[config.mk]
export PLATFORM = sky130hd
export DESIGN_NAME = bp_fe_bp_trace_driver
export DESIGN_NICKNAME = d
export VERILOG_FILES = /design/src/rtl/bp_trace_pkg.sv /design/src/rtl/bp_sat_counter.sv /design/src/rtl/bp_fe_bp_trace_driver.sv
export SDC_FILE = /design/constraint.sdc
export NUM_CORES = 1
export LEC_CHECK = 0
export ABC_CLOCK_PERIOD_IN_PS = 6300
export BUFFER_PORTS_ARGS = -buffer_cell sky130_fd_sc_hd__buf_2
export CAP_MARGIN = 30
export CORE_ASPECT_RATIO = 0.8
export CORE_MARGIN = 2
export CORE_UTILIZATION = 55
export CTS_BUF_LIST = sky130_fd_sc_hd__clkbuf_4
export CTS_CLUSTER_DIAMETER = 60
export DETAILED_ROUTE_END_ITERATION = 7
export HOLD_SLACK_MARGIN = 0.03
export PLACE_DENSITY = 0.78
export SYNTH_ARGS = -nofsm -noshare
export SYNTH_HDL_FRONTEND = slang
export SYNTH_SLANG_ARGS = --single-unit
export TNS_END_PERCENT = 10
[constraint.sdc]
create_clock -name clk_i -period 6.3 [get_ports clk_i]
set_input_delay 0.63 -clock clk_i [delete_from_list [all_inputs] [get_ports clk_i]]
set_output_delay 0.63 -clock clk_i [all_outputs]
set_load 0.005 [all_outputs]
[src/rtl/bp_trace_pkg.sv]
// Shared types for the trace-driven branch-predictor driver.
// The record struct is a macro so each user sizes the index to its own table.
`define BP_TRACE_REC_S(idx_width) \
    struct packed { \
        logic [(idx_width)-1:0] idx; \
        logic                   taken; \
        logic                   last; \
    }

package bp_trace_pkg;

    typedef enum logic [1:0] {
        e_idle,
        e_read,
        e_wait,
        e_update
    } bp_trace_state_e;

    localparam int unsigned WaitCntWidth = 4;

endpackage

[src/rtl/bp_sat_counter.sv]
// Saturating up-counter; holds at all-ones instead of wrapping.
module bp_sat_counter #(
    parameter int unsigned width_p = 32
) (
    input  logic               clk_i,
    input  logic               reset_i,
    input  logic               clear_i,
    input  logic               inc_i,
    output logic [width_p-1:0] count_o
);

    logic [width_p-1:0] r_count;
    logic               w_at_max;

    assign w_at_max = &r_count;

    always_ff @(posedge clk_i or posedge reset_i) begin
        if (reset_i) begin
            r_count <= '0;
        end else if (clear_i) begin
            r_count <= '0;
        end else if (inc_i && !w_at_max) begin
            r_count <= r_count + width_p'(1);
        end
    end

    assign count_o = r_count;

endmodule

[src/rtl/bp_fe_bp_trace_driver.sv]
// Replays resolved-branch trace records through a predictor: read, wait for the
// prediction, then write back correct/incorrect and accumulate accuracy stats.
module bp_fe_bp_trace_driver
    import bp_trace_pkg::*;
#(
    parameter int unsigned bht_idx_width_p = 2,
    parameter int unsigned read_latency_p  = 1,
    parameter int unsigned cnt_width_p     = 32
) (
    input  logic                       clk_i,
    input  logic                       reset_i,
    input  logic                       trace_v_i,
    output logic                       trace_ready_o,
    input  logic [bht_idx_width_p-1:0] trace_idx_i,
    input  logic                       trace_taken_i,
    input  logic                       trace_last_i,
    output logic                       r_v_o,
    output logic [bht_idx_width_p-1:0] idx_r_o,
    input  logic                       predict_i,
    output logic                       w_v_o,
    output logic [bht_idx_width_p-1:0] idx_w_o,
    output logic                       correct_o,
    output logic [cnt_width_p-1:0]     branch_cnt_o,
    output logic [cnt_width_p-1:0]     mispredict_cnt_o,
    output logic                       done_o
);

    typedef `BP_TRACE_REC_S(bht_idx_width_p) trace_rec_t;

    localparam logic [WaitCntWidth-1:0] WaitLoad = WaitCntWidth'(read_latency_p - 1);

    bp_trace_state_e          r_state, w_state_next;
    trace_rec_t               r_rec, w_rec_next;
    logic [WaitCntWidth-1:0]  r_wait, w_wait_next;
    logic                     r_pred, w_pred_next;
    logic                     r_done, w_done_next;

    logic w_is_idle, w_is_read, w_is_update, w_correct;

    always_ff @(posedge clk_i or posedge reset_i) begin
        if (reset_i) begin
            r_state <= e_idle;
            r_rec   <= '0;
            r_wait  <= '0;
            r_pred  <= 1'b0;
            r_done  <= 1'b0;
        end else begin
            r_state <= w_state_next;
            r_rec   <= w_rec_next;
            r_wait  <= w_wait_next;
            r_pred  <= w_pred_next;
            r_done  <= w_done_next;
        end
    end

    always_comb begin
        w_state_next = r_state;
        w_rec_next   = r_rec;
        w_wait_next  = r_wait;
        w_pred_next  = r_pred;
        w_done_next  = r_done;
        unique case (r_state)
            e_idle: begin
                if (trace_v_i && !r_done) begin
                    w_rec_next.idx   = trace_idx_i;
                    w_rec_next.taken = trace_taken_i;
                    w_rec_next.last  = trace_last_i;
                    w_state_next     = e_read;
                end
            end
            e_read: begin
                w_wait_next  = WaitLoad;
                w_state_next = e_wait;
            end
            e_wait: begin
                // predict_i is only meaningful on the cycle the countdown reaches zero
                if (r_wait == '0) begin
                    w_pred_next  = predict_i;
                    w_state_next = e_update;
                end else begin
                    w_wait_next = r_wait - WaitCntWidth'(1);
                end
            end
            e_update: begin
                if (r_rec.last) begin
                    w_done_next = 1'b1;
                end
                w_state_next = e_idle;
            end
            default: w_state_next = e_idle;
        endcase
    end

    assign w_is_idle   = (r_state == e_idle);
    assign w_is_read   = (r_state == e_read);
    assign w_is_update = (r_state == e_update);
    assign w_correct   = (r_pred == r_rec.taken);

    assign trace_ready_o = w_is_idle & ~r_done;
    assign r_v_o         = w_is_read;
    assign idx_r_o       = w_is_read ? r_rec.idx : '0;
    assign w_v_o         = w_is_update;
    assign idx_w_o       = w_is_update ? r_rec.idx : '0;
    assign correct_o     = w_is_update & w_correct;
    assign done_o        = r_done;

    bp_sat_counter #(
        .width_p (cnt_width_p)
    ) u_branch_cnt (
        .clk_i   (clk_i),
        .reset_i (reset_i),
        .clear_i (1'b0),
        .inc_i   (w_is_update),
        .count_o (branch_cnt_o)
    );

    bp_sat_counter #(
        .width_p (cnt_width_p)
    ) u_mispredict_cnt (
        .clk_i   (clk_i),
        .reset_i (reset_i),
        .clear_i (1'b0),
        .inc_i   (w_is_update & ~w_correct),
        .count_o (mispredict_cnt_o)
    );

endmodule

### Word level (Yosys, flattened, before mapping)

Index checks and enable logic that the tools add are counted.

| operators by class | value |
|---|---|
| equal/unequal tests | 7 |
| reduce and logical (&&, ||, !) cells | 16 |
| multiplexer cells | 7 |
| bitwise gates (word level) | 5 |
| add/sub/neg operators | 3 |

Operators by type and width:

| operator | number |
|---|---|
| adder 32 x 1 -> 32 bit (second input constant) | 2 |
| AND reduction 32 bit | 2 |
| AND reduction 2 bit | 5 |
| two-way mux 2 bit | 4 |
| one-hot mux 2 bit (4 select lines) | 1 |
| one-hot mux 4 bit (2 select lines) | 1 |
| equality test 2 bit (second input constant) | 2 |
| zero test 4 bit | 1 |
| two-way mux 4 bit | 1 |
| inequality test 2 bit (second input constant) | 2 |
| subtractor 4 x 1 -> 4 bit (second input constant) | 1 |
| AND 1 bit | 3 |
| logical AND 1 bit | 3 |
| zero test 1 bit | 3 |
| equality test 2 x 1 -> 1 bit (second input constant) | 1 |
| zero test 2 bit | 1 |
| inequality test 2 x 1 -> 1 bit (second input constant) | 1 |
| inverter 1 bit | 2 |
| nonzero test 2 bit | 1 |
| equality test 1 bit | 1 |

| word-level totals | value |
|---|---|
| output and inout port bits | 73 |
| bits of input ports | 8 |
| register bits | 76 |
| word-level logic and storage cells | 47 |

### Longest topological paths before layout

Gate-level depths: netlist (run 1).

| depth | value |
|---|---|
| word-level depth | 4 |
| gate-level depth with buffers | 7 |
| depth with buffers taken out | 7 |

### Hierarchy

A second synthesis (run 1) with hierarchy kept.

| second synthesis, totals | value |
|---|---|
| cells, all modules | 465 |
| area total of the unflattened synthesis | 4,404.2 µm² |

Modules (own cells, without submodules):

| module | area each (µm²) | sequential area each (µm²) | cells an instance | times used |
|---|---|---|---|---|
| bp_sat_counter at u_branch_cnt | 1,880.6 | 800.8 | 196 | 1 |
| bp_sat_counter at u_mispredict_cnt | 1,840.5 | 800.8 | 203 | 1 |
| bp_fe_bp_trace_driver | 683.2 | 300.3 | 66 | 1 |

### Worst setup path before layout (run 1)

OpenSTA, ideal clock, no wires.

| path | value |
|---|---|
| path type | register to register |
| from | register u_mispredict_cnt.r_count[0] (netlist: u_mispredict_cnt.count_o[0]) |
| to | register u_mispredict_cnt.r_count[22] (netlist: u_mispredict_cnt.count_o[22]) |
| period minus slack after synthesis | 1,892 ps |
| data required time | 6,176 ps |
| path buffers | 0 |
| setup time | 124 ps |
| setup slack | 4,408 ps |
| stages on the path, launching flop included | 7 |
| data arrival time | 1,767 ps |
| cells stage by stage | dfrtp_1 > ha_1 > and4_1 > nand4_2 > a2111oi_2 > nand3_1 > xnor2_1 |

| on the way | value |
|---|---|
| longest elaborated chain between the ends | 3 |
| elaborated cells between the ends (all ways) | 4 |
| those cells by class | 1 x add/sub; 3 x reduce/logical |

RTL lines:

| element | line | RTL |
|---|---|---|
| from (decl) | bp_sat_counter.sv:12 | `logic [width_p-1:0] r_count;` |
| from (signal assigned) | bp_sat_counter.sv:23 | `r_count <= r_count + width_p'(1);` |
| branches (longest 3 deep; another with adder 32 x 1 -> 32 bit) | -- |  |

Several ways; the timed one is not identified.
A chain may end at the register's enable or synchronous reset.

### Final worst setup path (run 1)

| path | value |
|---|---|
| from | register r_state[0] |
| to | register u_mispredict_cnt.r_count[11] (netlist: u_mispredict_cnt.count_o[11]) |

| on the way | value |
|---|---|
| longest elaborated chain between the ends | 3 |

RTL lines:

| element | line | RTL |
|---|---|---|
| from (decl) | bp_fe_bp_trace_driver.sv:32 | `bp_trace_state_e r_state, w_state_next;` |
| from (signal assigned) | bp_fe_bp_trace_driver.sv:42 | `r_state <= e_idle;` |
| from (signal assigned) | bp_fe_bp_trace_driver.sv:48 | `r_state <= w_state_next;` |
| equality test 2 bit | bp_fe_bp_trace_driver.sv:96 | `assign w_is_update = (r_state == e_update);` |
| AND 1 bit | bp_fe_bp_trace_driver.sv:123 | `.inc_i (w_is_update & ~w_correct),` |
| logical AND 1 bit | bp_sat_counter.sv:22 | `end else if (inc_i && !w_at_max) begin` |

Every way passes these cells.

==> metrics.csv, run 1 <==
metric;value;unit
outcome;completed;
yosysSeqAreaShare;50.1;%
clk_latency;0.41;ns
cts_buffer_depth;2;
route.final.wire_length;8.15;mm
core;6790;µm²
cts_resized;0;
firstDrtPassIters;4;
combPwrFrac;24.2;%
setup_slack;3.90;ns
netlist_area;3800;µm²
synth.net_count;365;
hold_viol;0;
track_usage;22.7;%
tightest_slew;0.718;ns
avgRoutedWirePerCell;15.5;µm
clkSinkCount;76;
post-route-period-util;38.1;%
cts_tree;yes;
r2r_cells;5;
fmax;416;MHz
end_kind;flop;
port_buffers;80;
hold_class;in -> async;
drc_errors;0;
maxSlewHeadroom;52.0;%
grt_pass1_vias;2910;
nets;452;
post-cts-setup-buffers;0;
grt_pass1_wl;13.8;mm
ys_types;44;
start_kind;flop;
timing.rr.end;u_mispredict_cnt.count_o[11]$_DFFE_PP0P_;
fp.dieW;96.9;µm
syn_avg_cell_area;10.9;µm²
initial_core_util;55.9;%
cp_max_fo;14;
reg2reg_from;r_state[0]$_DFFE_PP0P_;
rows;27;
ios;81;
switchingPower;0.370;mW
yosysWarnings;0;
critical_path_class;reg -> reg;
final_common_cell;buf_2;
path_clk_slew;0.11;ns
root_buffer;clkbuf_4;
power_density;266;nW/µm²
grt_overflow;0;
p_leak;2.30;nW
vias_per_cell;5.65;
period_needed;2.40;ns
fill_cells;555;
hpwl;6.06;mm
numCtsBuffers;9;
finalMaxSlewViolations;0;
fin_tns_setup;0;ns
setup_viol;0;
max_cap_violations;0;
switching_share;31.2;%
skew;0.0194;ns
gp_congestion;0.848;
vias;2979;
cp.required;6.63;ns
syn2layout_area_growth;17.0;%
holdWs;0.353;ns
seqPwrFrac;51.7;%
post-place-ws;3.93;ns
ys_seq_elements;76;
arrival;2.73;ns
grt-busiest-layer;met2;
rsz0062_at_grt;false;
finalPower;1.18;mW
grt_util_met3;7.66;%
intPower;0.813;mW
power.clock.fraction;24.1;%
drive_above_1_share;27.3;%
irDropWorstVdd;159;µV
drt_iter0_drc;116;
antenna_found_initial;0;
fp.dieArea;7590;µm²
use_met1;29.8;%
layout_common_cells;buf_2 (80), dfrtp_1 (76), nand3_1 (30), xnor2_1 (30), nand2_1 (29);
ant_nets;0;
final_core_util;65.4;%
r2r_setup_slack;3.90;ns
cts_hold_buf;0;
synthesis.instances;349;
die_y;78.3;µm
grt_use_met2;36.3;%
htree_levels;3;
diodes;0;
grt_start_max_net_pins;77;
-- per-stage QoR --
step | area [µm²] | cells
final | 4440 | 527
after CTS | 4410 | 526
after global routing | 4440 | 527
after detailed placement | 4280 | 511
after floorplan | 3800 | 349
after global placement | 4280 | 511
-- registers in the layout, summed over array words and instances, names as in the netlist --
register,flops
done_o,1
u_mispredict_cnt.count_o,32
u_branch_cnt.count_o,32
r_pred,1
r_wait,4
r_state,2
r_rec,4
-- worst max path at each step --
stage | startpoint | end | cells past startpoint
after detailed placement | r_state[0]$_DFFE_PP0P_ | u_mispredict_cnt.count_o[11]$_DFFE_PP0P_ | 5
after global routing | r_state[1]$_DFFE_PP0P_ | u_mispredict_cnt.count_o[9]$_DFFE_PP0P_ | 5
after floorplan | reset_i | done_o$_DFFE_PP0P_ | 1
after global placement | r_state[0]$_DFFE_PP0P_ | u_mispredict_cnt.count_o[11]$_DFFE_PP0P_ | 5
after CTS | r_state[0]$_DFFE_PP0P_ | u_mispredict_cnt.count_o[11]$_DFFE_PP0P_ | 5
final | r_state[0]$_DFFE_PP0P_ | u_mispredict_cnt.count_o[11]$_DFFE_PP0P_ | 5
-- power by group through the flow --
| stage | Clock, mW | Combinational [mW] | Sequential, mW |
|---|---|---|---|
| 5_1_grt | 0.317 | 0.318 | 0.624 |
| 3_5_place_dp | 0 | 0.286 | 0.621 |
| 4_1_cts | 0.294 | 0.287 | 0.612 |
| 3_3_place_gp | 0 | 0.269 | 0.615 |
| 6_report | 0.285 | 0.286 | 0.611 |
| 2_1_floorplan | 0 | 0.186 | 0.610 |
-- cells by family after synthesis --
family	after synthesis	synth area share, %
multiplexers	10	3.00
AND/OR/NAND/NOR	161	25.2
buffers and inverters	18	1.94
adder cells (fa/ha/maj)	8	2.64
XOR/XNOR	58	13.6
flip-flops	76	50.1
AO/OA/AOI/OAI	18	3.49
-- final cells by class --
class | count | area (µm²) | share of cell area [%]
clock buffer | 12 | 90.1 | 2.03
clock inverter | 3 | 38.8 | 0.873
inverter | 12 | 45.0 | 1.01
multi-input combinational | 255 | 1820 | 41.0
sequential | 76 | 1900 | 42.8
tap | 87 | 109 | 2.45
timing repair buffer | 82 | 435 | 9.81
-- worst max-delay path, cell delays in order (launching register included) --
cell,delay (ns)
dfrtp_1,0.42
ha_1,0.49
nand2_1,0.41
or3_1,0.55
nor4_2,0.28
xor2_1,0.16
-- cells in the mapped netlist --
| library cell | count | area share, % |
|---|---|---|
| xor2_2 | 1 | 0.43 |
| nand3_1 | 30 | 4.0 |
| and3_1 | 16 | 2.6 |
| nand4_2 | 3 | 0.99 |
| inv_1 | 12 | 1.2 |
| nor3_1 | 13 | 1.7 |
| o211ai_1 | 1 | 0.20 |
| xor2_1 | 27 | 6.2 |
| buf_4 | 1 | 0.20 |
| nor3b_2 | 1 | 0.33 |
| nand2b_1 | 2 | 0.33 |
| nor3_2 | 1 | 0.26 |
| a311oi_2 | 1 | 0.40 |
| or3_1 | 2 | 0.33 |
| nor4_4 | 2 | 1.1 |
| nor3b_1 | 3 | 0.59 |
| o21a_1 | 2 | 0.40 |
| o21ai_0 | 3 | 0.40 |
| nor4b_1 | 1 | 0.23 |
| nor4_1 | 10 | 1.6 |
| dfrtp_1 | 76 | 50 |
| nor2_2 | 1 | 0.16 |
| nor4_2 | 3 | 0.99 |
| and4_1 | 3 | 0.69 |
| mux2_4 | 1 | 0.40 |
| a21oi_1 | 7 | 0.92 |
| o32a_1 | 1 | 0.26 |
| nor2_1 | 9 | 0.89 |
| and2_1 | 6 | 0.99 |
| nand2_1 | 29 | 2.9 |
| a21boi_0 | 1 | 0.20 |
| ha_1 | 8 | 2.6 |
| buf_2 | 2 | 0.26 |
| nand4_1 | 22 | 3.6 |
| clkbuf_1 | 3 | 0.30 |
| mux2i_1 | 2 | 0.53 |
| xnor2_1 | 30 | 6.9 |
| mux2_2 | 6 | 1.8 |
| a2111oi_2 | 1 | 0.40 |
| mux2_1 | 1 | 0.30 |
| nand3_2 | 1 | 0.26 |
| a31oi_2 | 1 | 0.33 |
| nor2b_1 | 1 | 0.16 |
| nand4b_1 | 2 | 0.46 |
-- metal layers --
layer,vias up,share of wire [%]
li1,1430,-
met1,1465,45
met2,75,49
met3,9,5.5
met4,0,1.1
met5,-,0
No activity file was read; power rests on OpenSTA's default activity.
==> run 2: changes to the inputs <==
--- a/config.mk
+++ b/config.mk
@@ -5,17 +5,17 @@
 export SDC_FILE = /design/constraint.sdc
 export NUM_CORES = 1
 export LEC_CHECK = 0
-export ABC_CLOCK_PERIOD_IN_PS = 6300
+export ABC_CLOCK_PERIOD_IN_PS = 2000
 export BUFFER_PORTS_ARGS = -buffer_cell sky130_fd_sc_hd__buf_2
 export CAP_MARGIN = 30
 export CORE_ASPECT_RATIO = 0.8
 export CORE_MARGIN = 2
-export CORE_UTILIZATION = 55
+export CORE_UTILIZATION = 51
 export CTS_BUF_LIST = sky130_fd_sc_hd__clkbuf_4
 export CTS_CLUSTER_DIAMETER = 60
 export DETAILED_ROUTE_END_ITERATION = 7
 export HOLD_SLACK_MARGIN = 0.03
-export PLACE_DENSITY = 0.78
+export PLACE_DENSITY = 0.76
 export SYNTH_ARGS = -nofsm -noshare
 export SYNTH_HDL_FRONTEND = slang
 export SYNTH_SLANG_ARGS = --single-unit
==> constraint.sdc (replaced) <==
create_clock -name clk_i -period 2 [get_ports clk_i]
set_input_delay 0.2 -clock clk_i [delete_from_list [all_inputs] [get_ports clk_i]]
set_output_delay 0.2 -clock clk_i [all_outputs]
set_load 0.005 [all_outputs]
==> metrics.csv, run 2 (same netlist as run 1, synthesis figures left out) <==
metric;value;unit
crit_path_end;u_mispredict_cnt.count_o[13]$_DFFE_PP0P_;
htree_levels;3;
setup_viol;0;
hpwl;6.59;mm
outcome;completed;
cp.required;2.34;ns
start_kind;flop;
max_cap_violations;0;
fp.dieW;100;µm
r2r_cells;5;
maxSlewHeadroom;57.1;%
power_density;841;nW/µm²
core;7320;µm²
end_kind;flop;
grt_overflow;0;
rsz0062_at_grt;true;
vias;3163;
drive_above_1_share;32.2;%
vias_per_cell;5.63;
reg2reg_from;r_rec[1]$_DFFE_PP0P_;
port_buffers;80;
r2r_setup_slack;0.08;ns
rows;28;
clk_latency;0.42;ns
firstDrtPassIters;4;
syn2layout_area_growth;26.3;%
diodes;0;
grt_pass1_vias;3021;
fp.dieArea;8150;µm²
route.final.wire_length;9.00;mm
timing.rr.end;u_mispredict_cnt.count_o[13]$_DFFE_PP0P_;
grt_pass1_wl;14.8;mm
cts_tree;yes;
hold_class;in -> reg;
cp_max_fo;5;
nets;484;
finalPower;4.03;mW
fmax;520;MHz
finalMaxSlewViolations;0;
irDropWorstVdd;611;µV
drt_iter0_drc;104;
antenna_found_initial;0;
p_leak;2.47;nW
drc_errors;0;
numCtsBuffers;9;
layout_common_cells;buf_2 (80), dfrtp_1 (76), nand3_1 (30), xnor2_1 (30), nand2_1 (29);
ant_nets;0;
path_clk_slew;0.12;ns
tightest_slew;0.642;ns
ios;81;
gp_congestion;0.849;
clkSinkCount;76;
skew;0.0197;ns
cts_buffer_depth;2;
setup_slack;0.0778;ns
arrival;2.26;ns
die_y;81.2;µm
hold_viol;0;
track_usage;23.3;%
grt_start_max_net_pins;29;
initial_core_util;51.8;%
critical_path_class;reg -> reg;
startpoint;r_rec[1]$_DFFE_PP0P_;
avgRoutedWirePerCell;16.0;µm
root_buffer;clkbuf_4;
post-route-period-util;96.1;%
period_needed;1.92;ns
post-place-ws;0.0718;ns
final_common_cell;buf_2;
run 2: power breakdown:
group          internal (mW)  switching [mW]  total (mW)  leakage, nW
registers               1.72           0.195        1.91         1.02
clock network          0.511           0.519        1.03       0.0822
logic                  0.546           0.542        1.09         1.36
run 2: layout make-up:
| cell class | instances | area (µm²) |
|---|---|---|
| multi-input combinational | 255 | 1880 |
| clock buffer | 10 | 75.1 |
| inverter | 12 | 48.8 |
| timing repair buffer | 114 | 696 |
| tap | 90 | 113 |
| fill | 587 | 2530 |
| clock inverter | 5 | 77.6 |
| sequential | 76 | 1900 |
run 2: repair_timing:
item                                    CTS  global route
hold endpoints to repair                 28             0
buffers inserted                          0             1
endpoints found under the setup margin    0            23
gates resized for setup                   0             9
hold buffers                              6             0
run 2: how the worst min path moves through the flow:
stage / from / end / slack (ns) / cells after the start
after floorplan: trace_last_i / r_rec[0]$_DFFE_PP0P_ / 0.35 / 1
after global placement: reset_i / r_rec[0]$_DFFE_PP0P_ / 0.31 / 2
after detailed placement: reset_i / r_rec[0]$_DFFE_PP0P_ / 0.31 / 2
after CTS: trace_v_i / r_rec[1]$_DFFE_PP0P_ / 0.24 / 3
after global routing: trace_v_i / r_rec[3]$_DFFE_PP0P_ / 0.24 / 3
final: trace_v_i / r_rec[1]$_DFFE_PP0P_ / 0.26 / 3
run 2: per-layer routing:
| layer | vias to the layer above | GRT usage, % | part of all wire (%) | routed length (µm) |
|---|---|---|---|---|
| met4 | 0 | 5.75 | 1.4 | 124 |
| li1 | 1485 | - | - | - |
| met1 | 1587 | 30.4 | 44 | 3970 |
| met2 | 77 | 38.7 | 49 | 4430 |
| met3 | 14 | 6.88 | 5.3 | 475 |
| met5 | - | 0 | 0 | 0 |
run 2: through the flow:
| step | util [%] | setup TNS [ns] | cells | area [µm²] | hold WS, ns |
|---|---|---|---|---|---|
| 2_1_floorplan | - | 0 | 349 | 3800 | 0.350 |
| 6_report | 65.5 | 0 | 562 | 4800 | 0.264 |
| 3_5_place_dp | 61.6 | 0 | 540 | 4510 | 0.313 |
| 4_1_cts | 64.5 | 0 | 561 | 4720 | 0.239 |
| 3_3_place_gp | 61.6 | 0 | 540 | 4510 | 0.314 |
| 5_1_grt | 65.5 | -0.222 | 562 | 4800 | 0.239 |
run 2: critical path: stages (launching register included):
cell	delay (ns)
dfrtp_1	0.43
xor2_2	0.30
nand2_1	0.16
or3_1	0.48
nor3b_1	0.29
xor2_1	0.18
